**config.mk**
```make
export PLATFORM = sky130hd
export DESIGN_NAME = datapath_register_bus
export DESIGN_NICKNAME = d
export VERILOG_FILES = /design/src/rtl/datapath_register_bus.sv
export SDC_FILE = /design/constraint.sdc
export NUM_CORES = 1
export LEC_CHECK = 0
export ABC_AREA = 1
export BUFFER_PORTS_ARGS = -buffer_cell sky130_fd_sc_hd__buf_2
export CAP_MARGIN = 40
export CORE_UTILIZATION = 45
export DETAILED_ROUTE_END_ITERATION = 10
export GPL_TIMING_DRIVEN = 0
export PLACE_DENSITY = 0.69
export SETUP_SLACK_MARGIN = 0.15
export SYNTH_ARGS = -nofsm -noshare
export SYNTH_HDL_FRONTEND = slang
export SYNTH_SLANG_ARGS = --single-unit
```
**constraint.sdc**
```tcl
create_clock -name clk -period 13.1 [get_ports clk]
set_input_delay 1.31 -clock clk [delete_from_list [all_inputs] [get_ports clk]]
set_output_delay 1.31 -clock clk [all_outputs]
set_load 0.01 [all_outputs]
```
**src/rtl/datapath_register_bus.sv**
```systemverilog
// rtl/datapath_register_bus.sv - datapath register file with B_Bus read mux and memory/ALU taps
module datapath_register_bus #(
  parameter int WIDTH = 24
) (
  input  logic             clk,
  input  logic             reset,
  input  logic             H_write,
  input  logic             W_write,
  input  logic             K_write,
  input  logic             Count_write,
  input  logic             X_write,
  input  logic             J_write,
  input  logic             L_write,
  input  logic             CenterP_write,
  input  logic             T_write,
  input  logic             AC_write,
  input  logic             PC_write,
  input  logic             MAR_write,
  input  logic             MDR_write,
  input  logic             IR_write,
  input  logic             DRAM_read,
  input  logic             H_read,
  input  logic             W_read,
  input  logic             K_read,
  input  logic             Count_read,
  input  logic             X_read,
  input  logic             J_read,
  input  logic             L_read,
  input  logic             CenterP_read,
  input  logic             T_read,
  input  logic             AC_read,
  input  logic             PC_read,
  input  logic             MDR_read,
  input  logic             MAR_read,
  input  logic             IR_read,
  input  logic             AC_reset,
  input  logic             PC_inc,
  input  logic [2:0]       mux_ctrl,
  input  logic [WIDTH-1:0] C_Bus,
  input  logic [WIDTH-1:0] FROM_DMEM,
  input  logic [WIDTH-1:0] FROM_IRAM,
  output logic [WIDTH-1:0] B_Bus,
  output logic [WIDTH-1:0] ALU_IN,
  output logic [WIDTH-1:0] TO_DMEM,
  output logic [WIDTH-1:0] DMEM_addr,
  output logic [WIDTH-1:0] IRAM_addr,
  output logic [WIDTH-1:0] MUX_out
);

  logic [WIDTH-1:0] h_q, w_q, k_q, count_q, x_q, j_q, l_q, centerp_q, t_q;
  logic [WIDTH-1:0] ac_q, pc_q, mdr_q, mar_q, ir_q;

  // General-purpose registers load straight from the ALU result bus
  always_ff @(posedge clk or posedge reset) begin
    if (reset) begin
      h_q       <= '0;
      w_q       <= '0;
      k_q       <= '0;
      count_q   <= '0;
      x_q       <= '0;
      j_q       <= '0;
      l_q       <= '0;
      centerp_q <= '0;
      t_q       <= '0;
      mar_q     <= '0;
    end else begin
      if (H_write)       h_q       <= C_Bus;
      if (W_write)       w_q       <= C_Bus;
      if (K_write)       k_q       <= C_Bus;
      if (Count_write)   count_q   <= C_Bus;
      if (X_write)       x_q       <= C_Bus;
      if (J_write)       j_q       <= C_Bus;
      if (L_write)       l_q       <= C_Bus;
      if (CenterP_write) centerp_q <= C_Bus;
      if (T_write)       t_q       <= C_Bus;
      if (MAR_write)     mar_q     <= C_Bus;
    end
  end

  // Accumulator: synchronous clear wins over a load
  always_ff @(posedge clk or posedge reset) begin
    if (reset)         ac_q <= '0;
    else if (AC_reset) ac_q <= '0;
    else if (AC_write) ac_q <= C_Bus;
  end

  // Program counter: explicit load wins over increment; increment wraps naturally
  always_ff @(posedge clk or posedge reset) begin
    if (reset)         pc_q <= '0;
    else if (PC_write) pc_q <= C_Bus;
    else if (PC_inc)   pc_q <= pc_q + WIDTH'(1);
  end

  // Memory data register: a memory read wins over a load from the ALU
  always_ff @(posedge clk or posedge reset) begin
    if (reset)          mdr_q <= '0;
    else if (DRAM_read) mdr_q <= FROM_DMEM;
    else if (MDR_write) mdr_q <= C_Bus;
  end

  // Instruction register only ever takes instruction-memory data
  always_ff @(posedge clk or posedge reset) begin
    if (reset)         ir_q <= '0;
    else if (IR_write) ir_q <= FROM_IRAM;
  end

  // Operand bus: fixed-priority select, H highest, idle bus reads as zero
  always_comb begin
    B_Bus = '0;
    if      (H_read)       B_Bus = h_q;
    else if (W_read)       B_Bus = w_q;
    else if (K_read)       B_Bus = k_q;
    else if (Count_read)   B_Bus = count_q;
    else if (X_read)       B_Bus = x_q;
    else if (J_read)       B_Bus = j_q;
    else if (L_read)       B_Bus = l_q;
    else if (CenterP_read) B_Bus = centerp_q;
    else if (T_read)       B_Bus = t_q;
    else if (AC_read)      B_Bus = ac_q;
    else if (PC_read)      B_Bus = pc_q;
    else if (MDR_read)     B_Bus = mdr_q;
    else if (MAR_read)     B_Bus = mar_q;
    else if (IR_read)      B_Bus = ir_q;
  end

  // Observation mux for the datapath's internal buses and key registers
  always_comb begin
    MUX_out = '0;
    case (mux_ctrl)
      3'b000:  MUX_out = B_Bus;
      3'b001:  MUX_out = C_Bus;
      3'b010:  MUX_out = FROM_DMEM;
      3'b011:  MUX_out = mdr_q;
      3'b100:  MUX_out = ac_q;
      3'b101:  MUX_out = ir_q;
      default: MUX_out = '0;
    endcase
  end

  assign ALU_IN    = ac_q;
  assign TO_DMEM   = mdr_q;
  assign DMEM_addr = mar_q;
  assign IRAM_addr = pc_q;

endmodule

```
==> flow_summary_export.csv, run 1 <==
group,metric,value,unit
floorplan,initial_core_util,45.6,%
clock_tree,clock_latency,0.57,ns
pwr,intPower,1.93,mW
sta,finalCriticalPeriod,5.17,ns
clock_tree,cts_made_buffers,39,
yosys,synth-seq-area-share,49.0,%
global_routing,grt.total_usage,38.5,%
yosys,netlist.area_leader.share,49.0,%
floorplan,die_h,197,µm
global_routing,grt_pass1_vias,16870,
yosys,ys.flop_type,"dfrtp_1",
route,drt_wl_total,74400,µm
clock_tree,tritoncts,"done",
yosys,ys_seq_elements,336,
status,status,"complete, no violations",
yosys,yosysWarnings,0,
route,drtPass1Iterations,6,
yosys,synth_commonest_cells,"nand2_1, dfrtp_1, a21oi_1",
global_routing,antenna_found_initial,1,
placed_design,io_buffers,225,
global_routing,grt_max_degree,116,
sta,max_clock_freq,194,MHz
floorplan,ios,252,
finish,fin_area,20300,µm²
worst_setup_path,crit_path_end_kind,"output port",
worst_setup_path,cp.required,11.79,ns
global_routing,grt-ovfl-total,0,
pwr,p_sw_share,31.8,%
pwr,vdd_drop_max,81.8,µV
yosys,synth_fp_nets,2355,
min_path,hp-start,"h_q[16]",
floorplan,core,37600,µm²
route,postRouteAntennaNets,0,
yosys,synth_top_area_cell,"dfrtp_1",
pwr,p_leak,9.60,nW
sta,setup_viol,0,
placed_design,dpl.hpwl,55400,µm
clock_tree,clock-sinks,336,
finish,areaGrowthSynthToFinish,18.6,%
clock_tree,post-cts-setup-buffer-count,0,
worst_setup_path,worstPathArrival,3.86,ns
yosys,synth_cell_types,44,
yosys,synth_top_cells_by_area,"dfrtp_1, nand2_1, a21oi_1",
clock_tree,cts_root_buf,"clkbuf_16",
pwr,powerDensity,139,nW/µm²
floorplan,rows,71,
route,vias,17883,
pwr,p_clk_share,39.3,%
pwr,power.share.sequential,42.5,%
yosys,avgSynthCellArea,7.64,µm²
sta,tightest_slew,1.08,ns
clock_tree,htreeDepth,2,
finish,final_nets,2628,
sta,min_period_over_period,39.4,%
worst_setup_path,path_max_fanout,10,
clock_tree,hold_buffers,0,
worst_setup_path,crit_path_start,"MDR_read",
finish,drive_gt1_share,13.4,%
route,drc,0,
global_routing,grt_first_pass_wirelength,109000,µm
sta,finClkSkew,0.0141,ns
finish,utilization,54.1,%
yosys,async_flop_share,100,%
sta,slew_viol_final,0,
sta,rsz0062_at_grt,"no",
yosys,yosysMostFrequentCell,"nand2_1",
pwr,switchingPower,0.899,mW
min_path,hold_path.class,"reg2reg",
yosys,syn_inst,2246,
route,wire_per_inst,24.3,µm
pwr,power_frac_comb,18.1,%
route,viasPerCell,5.84,
floorplan,die_w,197,µm
sta,slew_headroom,28.3,%
worst_setup_path,startpoint_type,"input port",
job,drv_cap,0,
route,dr.first_iter.drc_count,2112,
sta,timing.final.hold_violations,0,
clock_tree,cts_buffer_depth,3,
yosys,synth_edf_count,0,
yosys,netlist_area,17200,µm²
worst_setup_path,critPathKind,"in2out",
worst_setup_path,r2r-start,"IRAM_addr[0]",
floorplan,die_area,38900,µm²
placed_design,finalWeightedCongestion,1.01,
placed_design,dpl_cell_area,19000,µm²
clock_tree,ctsResizeCount,0,
clock_tree,cts.clk_slew.worst_paths,0.06,ns
placed_design,dp.cells,2987,
finish,fin_cells,3061,
-- per-layer routing --
metal,track usage [%],routed length (µm),vias up
met5,0,0,-
met1,52.5,29400,8478
met4,21.0,4610,0
met3,10.7,9280,220
li1,-,-,7977
met2,55.1,31100,1208
-- state kept, by name, summed over array words and instances, names as in the netlist --
signal,count
k_q,24
DMEM_addr,24
count_q,24
TO_DMEM,24
t_q,24
h_q,24
ALU_IN,24
x_q,24
w_q,24
ir_q,24
l_q,24
centerp_q,24
IRAM_addr,24
j_q,24
-- worst max-delay path, stage by stage --
cell	delay (ns)
buf_2	0.22
buf_1	0.53
a21oi_1	0.16
nand2_1	0.13
nand3_1	0.09
nand2_1	0.11
nand2_1	0.08
nand2_1	0.06
nand3_1	0.10
nand3_1	0.13
nand2_1	0.06
nand2_1	0.08
nand2_1	0.06
nand2_1	0.10
nand2_1	0.06
nand3_1	0.21
nand2_1	0.17
buf_2	0.17
-- per-stage QoR --
stage,worst slack [ns],TNS (ns),hold slack (ns),power [mW]
after CTS,8.08,0,0.527,2.81
after global routing,7.83,0,0.533,2.92
final,7.93,0,0.519,2.83
after global placement,-1.35,-447.15,0.504,1.70
after detailed placement,8.09,0,0.514,1.71
after floorplan,2.48,0,0.489,1.48
-- logic make-up after synthesis --
family	count (synthesis)	share of synthesized area, %
compound gates	632	20.4
xor+xnor	12	0.613
mux	1	0.0656
buf+inv	373	8.26
flops	336	49.0
fa+ha+maj	1	0.0729
simple gates	891	21.5
-- power by group through the flow --
stage	sequential, mW	clock (mW)	combinational, mW
after detailed placement	1.22	0	0.495
after floorplan	1.21	0	0.277
final	1.20	1.11	0.513
after global routing	1.21	1.16	0.555
after CTS	1.20	1.12	0.498
after global placement	1.22	0	0.482
-- placed cells by master (no fill, tap or decap), types with 8 or more instances in the layout --
| master | n |
|---|---|
| buf_2 | 238 |
| xor2_1 | 8 |
| nand3_1 | 121 |
| clkinv_1 | 19 |
| a21boi_1 | 20 |
| nor2_1 | 151 |
| a211oi_1 | 10 |
| clkbuf_8 | 8 |
| o21ai_0 | 141 |
| inv_1 | 198 |
| clkbuf_1 | 133 |
| clkinv_2 | 11 |
| clkbuf_16 | 40 |
| a31oi_1 | 25 |
| a22oi_1 | 10 |
| buf_1 | 10 |
| or2_0 | 8 |
| a221oi_1 | 11 |
| dfrtp_1 | 336 |
| o22ai_1 | 60 |
| nand2_1 | 575 |
| o221ai_1 | 17 |
| a21oi_1 | 324 |
-- final cells by class --
class / count / area [µm²]
diodes: 1 / 2.50
plain buffers: 151 / 584
clock buffers: 52 / 1130
clock inverters: 19 / 171
fillers: 3635 / 17200
inverters: 222 / 841
multi-input cells: 1537 / 7330
flip-flops and latches: 336 / 8410
well taps: 511 / 639
repair buffers: 232 / 1240
-- final timing paths --
| check | end | cells past startpoint | slack (ns) |
|---|---|---|---|
| hold reg to reg | h_q[16] | 2 | 0.52 |
| hold / removal | h_q[16] | 2 | 0.52 |
| setup / recovery | MUX_out[3] | 18 | 7.93 |
| setup reg to reg | IRAM_addr[22] | 12 | 10.84 |
| min in group asynchronous | h_q[17] | 2 | 0.73 |
| max in group asynchronous | l_q[5] | 4 | 11.15 |
Power figures use the tool's default switching activity.
==> run 2: changes to the inputs <==
- PLACE_DENSITY: 0.69 -> 0.72
- clock period: 13.1 -> 4.55 ns (I/O delays scaled with it)
==> flow_summary_export.csv, run 2 (synthesis gave the netlist of run 1 again) <==
group,metric,value,unit
status,status,"complete, no violations",
placed_design,pre_cts_ws,1.13,ns
pwr,p_total,8.00,mW
worst_setup_path,crit_path_end_kind,"output port",
worst_setup_path,worstReg2RegEnd,"IRAM_addr[22]",
finish,regArea,8410,µm²
sta,holdWs,0.0563,ns
floorplan,die_area,38900,µm²
sta,max_clock_freq,286,MHz
worst_setup_path,crit_path_start,"PC_read",
sta,rsz0062_at_grt,"no",
finish,utilization,54.2,%
clock_tree,cts_made_buffers,39,
sta,slew_viol_final,0,
worst_setup_path,cp.required,4.09,ns
sta,finClkSkew,0.00535,ns
floorplan,ios,252,
route,drc,0,
finish,mostFrequentLayoutCells,"nand2_1, dfrtp_1, a21oi_1, buf_2, inv_1",
clock_tree,cts.clk_slew.worst_paths,0.06,ns
finish,final_nets,2633,
clock_tree,ctsResizeCount,0,
pwr,p_leak,9.61,nW
placed_design,finalWeightedCongestion,1.01,
pwr,vdd_drop_max,257,µV
worst_setup_path,ff2ff_setup_slack,2.32,ns
worst_setup_path,startpoint_type,"input port",
worst_setup_path,crit_path_end,"MUX_out[7]",
clock_tree,clock-sinks,336,
sta,setup_viol,0,
job,drv_cap,0,
finish,drive_gt1_share,13.3,%
finish,n_antenna_cell,0,
worst_setup_path,r2r_cells,12,
global_routing,grt-ovfl-total,0,
floorplan,die_h,197,µm
pwr,powerDensity,393,nW/µm²
global_routing,grt.total_usage,37.3,%
finish,num-fill-cells,3650,
global_routing,grt_max_degree,40,
clock_tree,clock_latency,0.54,ns
sta,tightest_slew,1.08,ns
placed_design,dpl_cell_area,19100,µm²
worst_setup_path,path_max_fanout,10,
route,dr.first_iter.drc_count,1896,
worst_setup_path,cp_slowest_cell,"clkbuf_1",
finish,multi_input_area,7330,µm²
sta,fin_tns_setup,0,ns
route,viasPerCell,5.82,
finish,final_common_cell,"nand2_1",
global_routing,antenna_found_initial,1,
worst_setup_path,r2r-start,"IRAM_addr[0]",
worst_setup_path,worstPathArrival,3.05,ns
route,vias,17811,
sta,timing.final.hold_violations,0,
sta,min_period_over_period,76.9,%
placed_design,dp.cells,2993,
worst_setup_path,crit_family,"simple AND/OR/NAND/NOR gates",
clock_tree,post-cts-setup-buffer-count,0,
route,drt_wl_total,72500,µm
worst_setup_path,critPathKind,"in2out",
worst_setup_path,crit_buf_inv,4,
finish,areaGrowthSynthToFinish,18.7,%
worst_setup_path,critPathMaxStageDelay,0.36,ns
worst_setup_path,cp_num_cells,18,
worst_setup_path,crit_top_cell,"nand2_1",
clock_tree,tritoncts,"done",
sta,setup_ws,1.05,ns
placed_design,dpl.hpwl,55000,µm
worst_setup_path,cp_cell_sequence,"buf_2 -> buf_2 -> clkbuf_1 -> nand2_1 -> nand3_1 -> nand2_1 -> nand2_1 -> nand2_1 -> nand3_1 -> nand3_1 -> nand2_1 -> nand2_1 -> nand2_1 -> nand2_1 -> nand2_1 -> nand3_1 -> nand2_1 -> buf_2",
floorplan,die_w,197,µm
clock_tree,htreeDepth,2,
sta,finalCriticalPeriod,3.50,ns
floorplan,core,37600,µm²
route,drtPass1Iterations,6,
finish,fin_cells,3062,
global_routing,grt_pass1_vias,16769,
placed_design,io_buffers,225,
route,wire_per_inst,23.7,µm
clock_tree,hold_buffers,0,
sta,slew_headroom,27.7,%
finish,fin_area,20400,µm²
global_routing,grt_first_pass_wirelength,106000,µm
floorplan,rows,71,
min_path,hold_path.class,"in2async",
clock_tree,cts_buffer_depth,3,
route,postRouteAntennaNets,0,
floorplan,initial_core_util,45.6,%
clock_tree,cts_root_buf,"clkbuf_16",
run 2: changes by cell type in the layout (fill, tap and decap cells not counted), sizes merged:
cell      before  now
buf          254  259
diode          1    0
clkinvlp       3    1
clkbuf       181  187
clkinv        32   28
inv          204  203
bufinv         2    0
run 2: area by class of cell:
cell class | instances | share of cell area (%)
sequential | 336 | 41.3
multi-input combinational | 1537 | 36.0
timing repair buffer | 237 | 6.55
clock buffer | 58 | 5.74
inverter | 222 | 4.11
tap | 511 | 3.14
buffer | 151 | 2.87
clock inverter | 10 | 0.338
run 2: how the worst min path moves through the flow:
stage / startpoint / endpoint / slack (ns) / depth (start not counted)
final: reset / h_q[17] / 0.06 / 2
after global placement: count_q[23] / count_q[23] / 0.50 / 2
after floorplan: l_q[18] / l_q[18] / 0.49 / 2
after global routing: reset / h_q[18] / 0.13 / 2
after detailed placement: w_q[19] / w_q[19] / 0.51 / 2
after CTS: reset / h_q[17] / 0.08 / 2
run 2: worst reg2reg max path, stage by stage (launching register included):
cell,delay [ns]
dfrtp_1,0.47
ha_1,0.22
inv_1,0.08
nor3_4,0.15
nand3_2,0.13
nor2_4,0.14
nand2_2,0.10
nor2_4,0.13
nand4_2,0.14
nor3_2,0.19
nand2_1,0.09
xor2_1,0.17
o21ai_1,0.07
run 2: where the power goes:
part           switching [mW]  total (mW)  leakage, nW  internal, mW
combinational            1.03        1.48         5.05         0.449
sequential              0.202        3.46         3.94          3.25
clock                    1.29        3.07        0.617          1.78
run 2: layer usage:
metal  global-route usage (%)  wire, µm  up-vias
li1                         -         -     7967
met1                     49.9     28100     8425
met2                     54.9     30600     1190
met3                     9.60      9170      229
met4                     21.3      4680        0
met5                        0         0        -
==> run 3: changes to the inputs <==
- ABC_AREA: 1 -> 0
- PLACE_DENSITY: 0.72 -> 0.69
- clock period: 4.55 -> 3.45 ns (I/O delays scaled with it)
==> flow_summary_export.csv, run 3 <==
group,metric,value,unit
status,status,"complete, no violations",
route,dr.first_iter.drc_count,1507,
route,drtPass1Iterations,6,
floorplan,rows,71,
worst_setup_path,crit_path_end_kind,"output port",
worst_setup_path,cp_num_cells,9,
sta,rsz0062_at_grt,"no",
yosys,synth_commonest_cells,"dfrtp_1, mux2_2, nand2_1",
pwr,p_sw_share,29.3,%
floorplan,ios,252,
job,drv_cap,0,
route,vias,14717,
route,drt_wl_total,64400,µm
worst_setup_path,critPathKind,"in2out",
finish,fin_area,20600,µm²
clock_tree,cts_root_buf,"clkbuf_16",
pwr,p_leak,8.82,nW
yosys,synthMuxAreaShare,22.7,%
global_routing,antenna_found_initial,2,
sta,tightest_slew,0.868,ns
route,maxUsedRoutingLayer,"met5",
yosys,syn_inst,1563,
pwr,vdd_drop_max,314,µV
global_routing,grt.total_usage,32.7,%
global_routing,grt_first_pass_wirelength,94200,µm
placed_design,dpl.hpwl,50100,µm
route,postRouteAntennaNets,0,
floorplan,initial_core_util,45.9,%
worst_setup_path,cp_slowest_cell,"o31ai_1",
min_path,whs_path_depth,3,
min_path,hold_path.class,"in2reg",
sta,timing.final.hold_violations,0,
yosys,avgSynthCellArea,11.1,µm²
route,dr_wl_met3,5800,µm
worst_setup_path,r2r_cells,5,
yosys,netlist.area_leader.share,48.5,%
worst_setup_path,crit_family,"buffers and inverters",
yosys,synth-seq-area-share,48.5,%
floorplan,die_area,39300,µm²
worst_setup_path,path_max_fanout,10,
route,viasPerCell,6.17,
worst_setup_path,worstPathArrival,2.77,ns
yosys,synth_top_family_by_area,"multiplexers",
yosys,ys.flop_type,"dfrtp_1",
placed_design,pre_cts_ws,0.469,ns
worst_setup_path,critPathMaxStageDelay,0.46,ns
finish,drive_gt1_share,33.2,%
route,wire_per_inst,27.0,µm
floorplan,die_h,198,µm
yosys,synth_xor_xnor_area_share,1.16,%
sta,finalCriticalPeriod,3.12,ns
worst_setup_path,crit_buf_inv,4,
pwr,powerDensity,514,nW/µm²
pwr,power.share.sequential,44.1,%
pwr,switchingPower,3.11,mW
yosys,synth_fp_nets,1672,
floorplan,die_w,198,µm
global_routing,grt_pass1_vias,14537,
finish,areaGrowthSynthToFinish,18.7,%
route,wl_met1,26400,µm
yosys,netlist_area,17400,µm²
sta,min_period_over_period,90.4,%
yosys,async_flop_share,100,%
pwr,intPower,7.48,mW
pwr,p_total,10.6,mW
placed_design,io_buffers,230,
clock_tree,clock_latency,0.54,ns
sta,setup_viol,0,
sta,setup_ws,0.330,ns
yosys,synth_cell_types,47,
sta,finClkSkew,0.00822,ns
finish,mostFrequentLayoutCells,"dfrtp_1, mux2_2, buf_2, clkbuf_1, nand2_1",
finish,utilization,54.4,%
yosys,yosysWarnings,0,
worst_setup_path,cp.required,3.11,ns
sta,slew_viol_final,0,
yosys,synth_top_area_cell,"dfrtp_1",
sta,max_clock_freq,321,MHz
pwr,power_frac_comb,17.3,%
clock_tree,cts.clk_slew.worst_paths,0.06,ns
finish,final_nets,1954,
yosys,yosysMostFrequentCell,"dfrtp_1",
placed_design,dpl_cell_area,19400,µm²
floorplan,core,37800,µm²
clock_tree,tritoncts,"done",
clock_tree,cts_made_buffers,38,
yosys,ys_seq_elements,336,
clock_tree,htreeDepth,2,
pwr,p_clk_share,38.6,%
clock_tree,cts_buffer_depth,3,
sta,slew_headroom,42.2,%
global_routing,grt_max_degree,40,
placed_design,finalWeightedCongestion,0.979,
yosys,synth-simple-area-share,8.69,%
yosys,synth_fa_ha_area_share,0.0721,%
route,met2_length,29700,µm
yosys,synth_edf_count,0,
sta,holdWs,0.0329,ns
yosys,synth_compound_area_share,15.0,%
route,drc,0,
global_routing,grt-ovfl-total,0,
clock_tree,ctsResizeCount,0,
finish,final_common_cell,"dfrtp_1",
clock_tree,clock-sinks,336,
worst_setup_path,cp_cell_sequence,"clkbuf_1 -> nor2b_1 -> clkbuf_1 -> buf_2 -> a221oi_1 -> o21ai_0 -> a21oi_1 -> o31ai_1 -> buf_2",
yosys,synth_top_cells_by_area,"dfrtp_1, mux2_2, mux2i_1",
worst_setup_path,startpoint_type,"input port",
run 3: changes by cell type in the layout (fill, tap and decap cells not counted), moves of 29 or more:
cell / previous run / this run
o21ai_0: 141 / 112
a21oi_1: 324 / 36
a221oi_1: 11 / 56
nand2_1: 575 / 113
nor2_1: 151 / 72
nor2b_1: 0 / 30
nand3_1: 121 / 9
mux2_2: 1 / 281
inv_1: 198 / 8
mux2i_1: 0 / 78
a221o_1: 0 / 58
run 3: logic make-up (layout without fill, tap and decap cells):
family                   Yosys count  after routing
AO/OA/AOI/OAI                    370            370
multiplexers                     359            359
flip-flops                       336            336
AND/OR/NAND/NOR                  310            310
buffers and inverters            164            473
XOR/XNOR                          23             23
adder cells (fa/ha/maj)            1              1
other                              0              1
run 3: through the flow:
step                std cells  TNS (ns)
detailed placement       2315         0
global placement         2304  -1114.43
CTS                      2383         0
floorplan                1563   -465.56
global route             2384         0
finish                   2384         0
run 3: what timing repair did:
action	CTS	global route
hold buffers	1	0
buffers inserted	0	0
hold endpoints to repair	16	0
run 3: power by group through the flow:
stage          registers (mW)  logic, mW  clock network [mW]
2_1_floorplan            4.65       1.06                   0
3_3_place_gp             4.71       1.73                   0
3_5_place_dp             4.72       1.80                   0
4_1_cts                  4.65       1.81                4.11
5_1_grt                  4.71       1.96                4.26
6_report                 4.67       1.83                4.09
run 3: cell type report:
cell class	instances	area (µm²)
fill	3412	17200
clock buffer	55	1070
multi-input combinational	1063	8270
clock inverter	12	154
tap	511	639
sequential	336	8410
inverter	10	41.3
timing repair buffer	242	1370
buffer	154	636
antenna	1	2.50
run 3: worst min-delay path, cell delays in order:
cell     delay (ns)
buf_2          0.09
nand2_1        0.04
o21ai_0        0.06
run 3: worst paths after layout:
kind / endpoint / from / slack [ns]
max in group asynchronous: IRAM_addr[2] / reset / 1.78
min in group asynchronous: k_q[11] / reset / 0.36
hold / removal: TO_DMEM[3] / FROM_DMEM[3] / 0.03
setup reg to reg: IRAM_addr[23] / IRAM_addr[2] / 1.12
hold reg to reg: k_q[10] / k_q[10] / 0.50
setup / recovery: MUX_out[18] / MAR_read / 0.33
run 3: per-layer routing:
metal	GRT usage (%)	up-vias
met2	52.2	824
met5	0	-
met1	44.2	7377
met4	12.0	2
li1	-	6350
met3	5.98	164
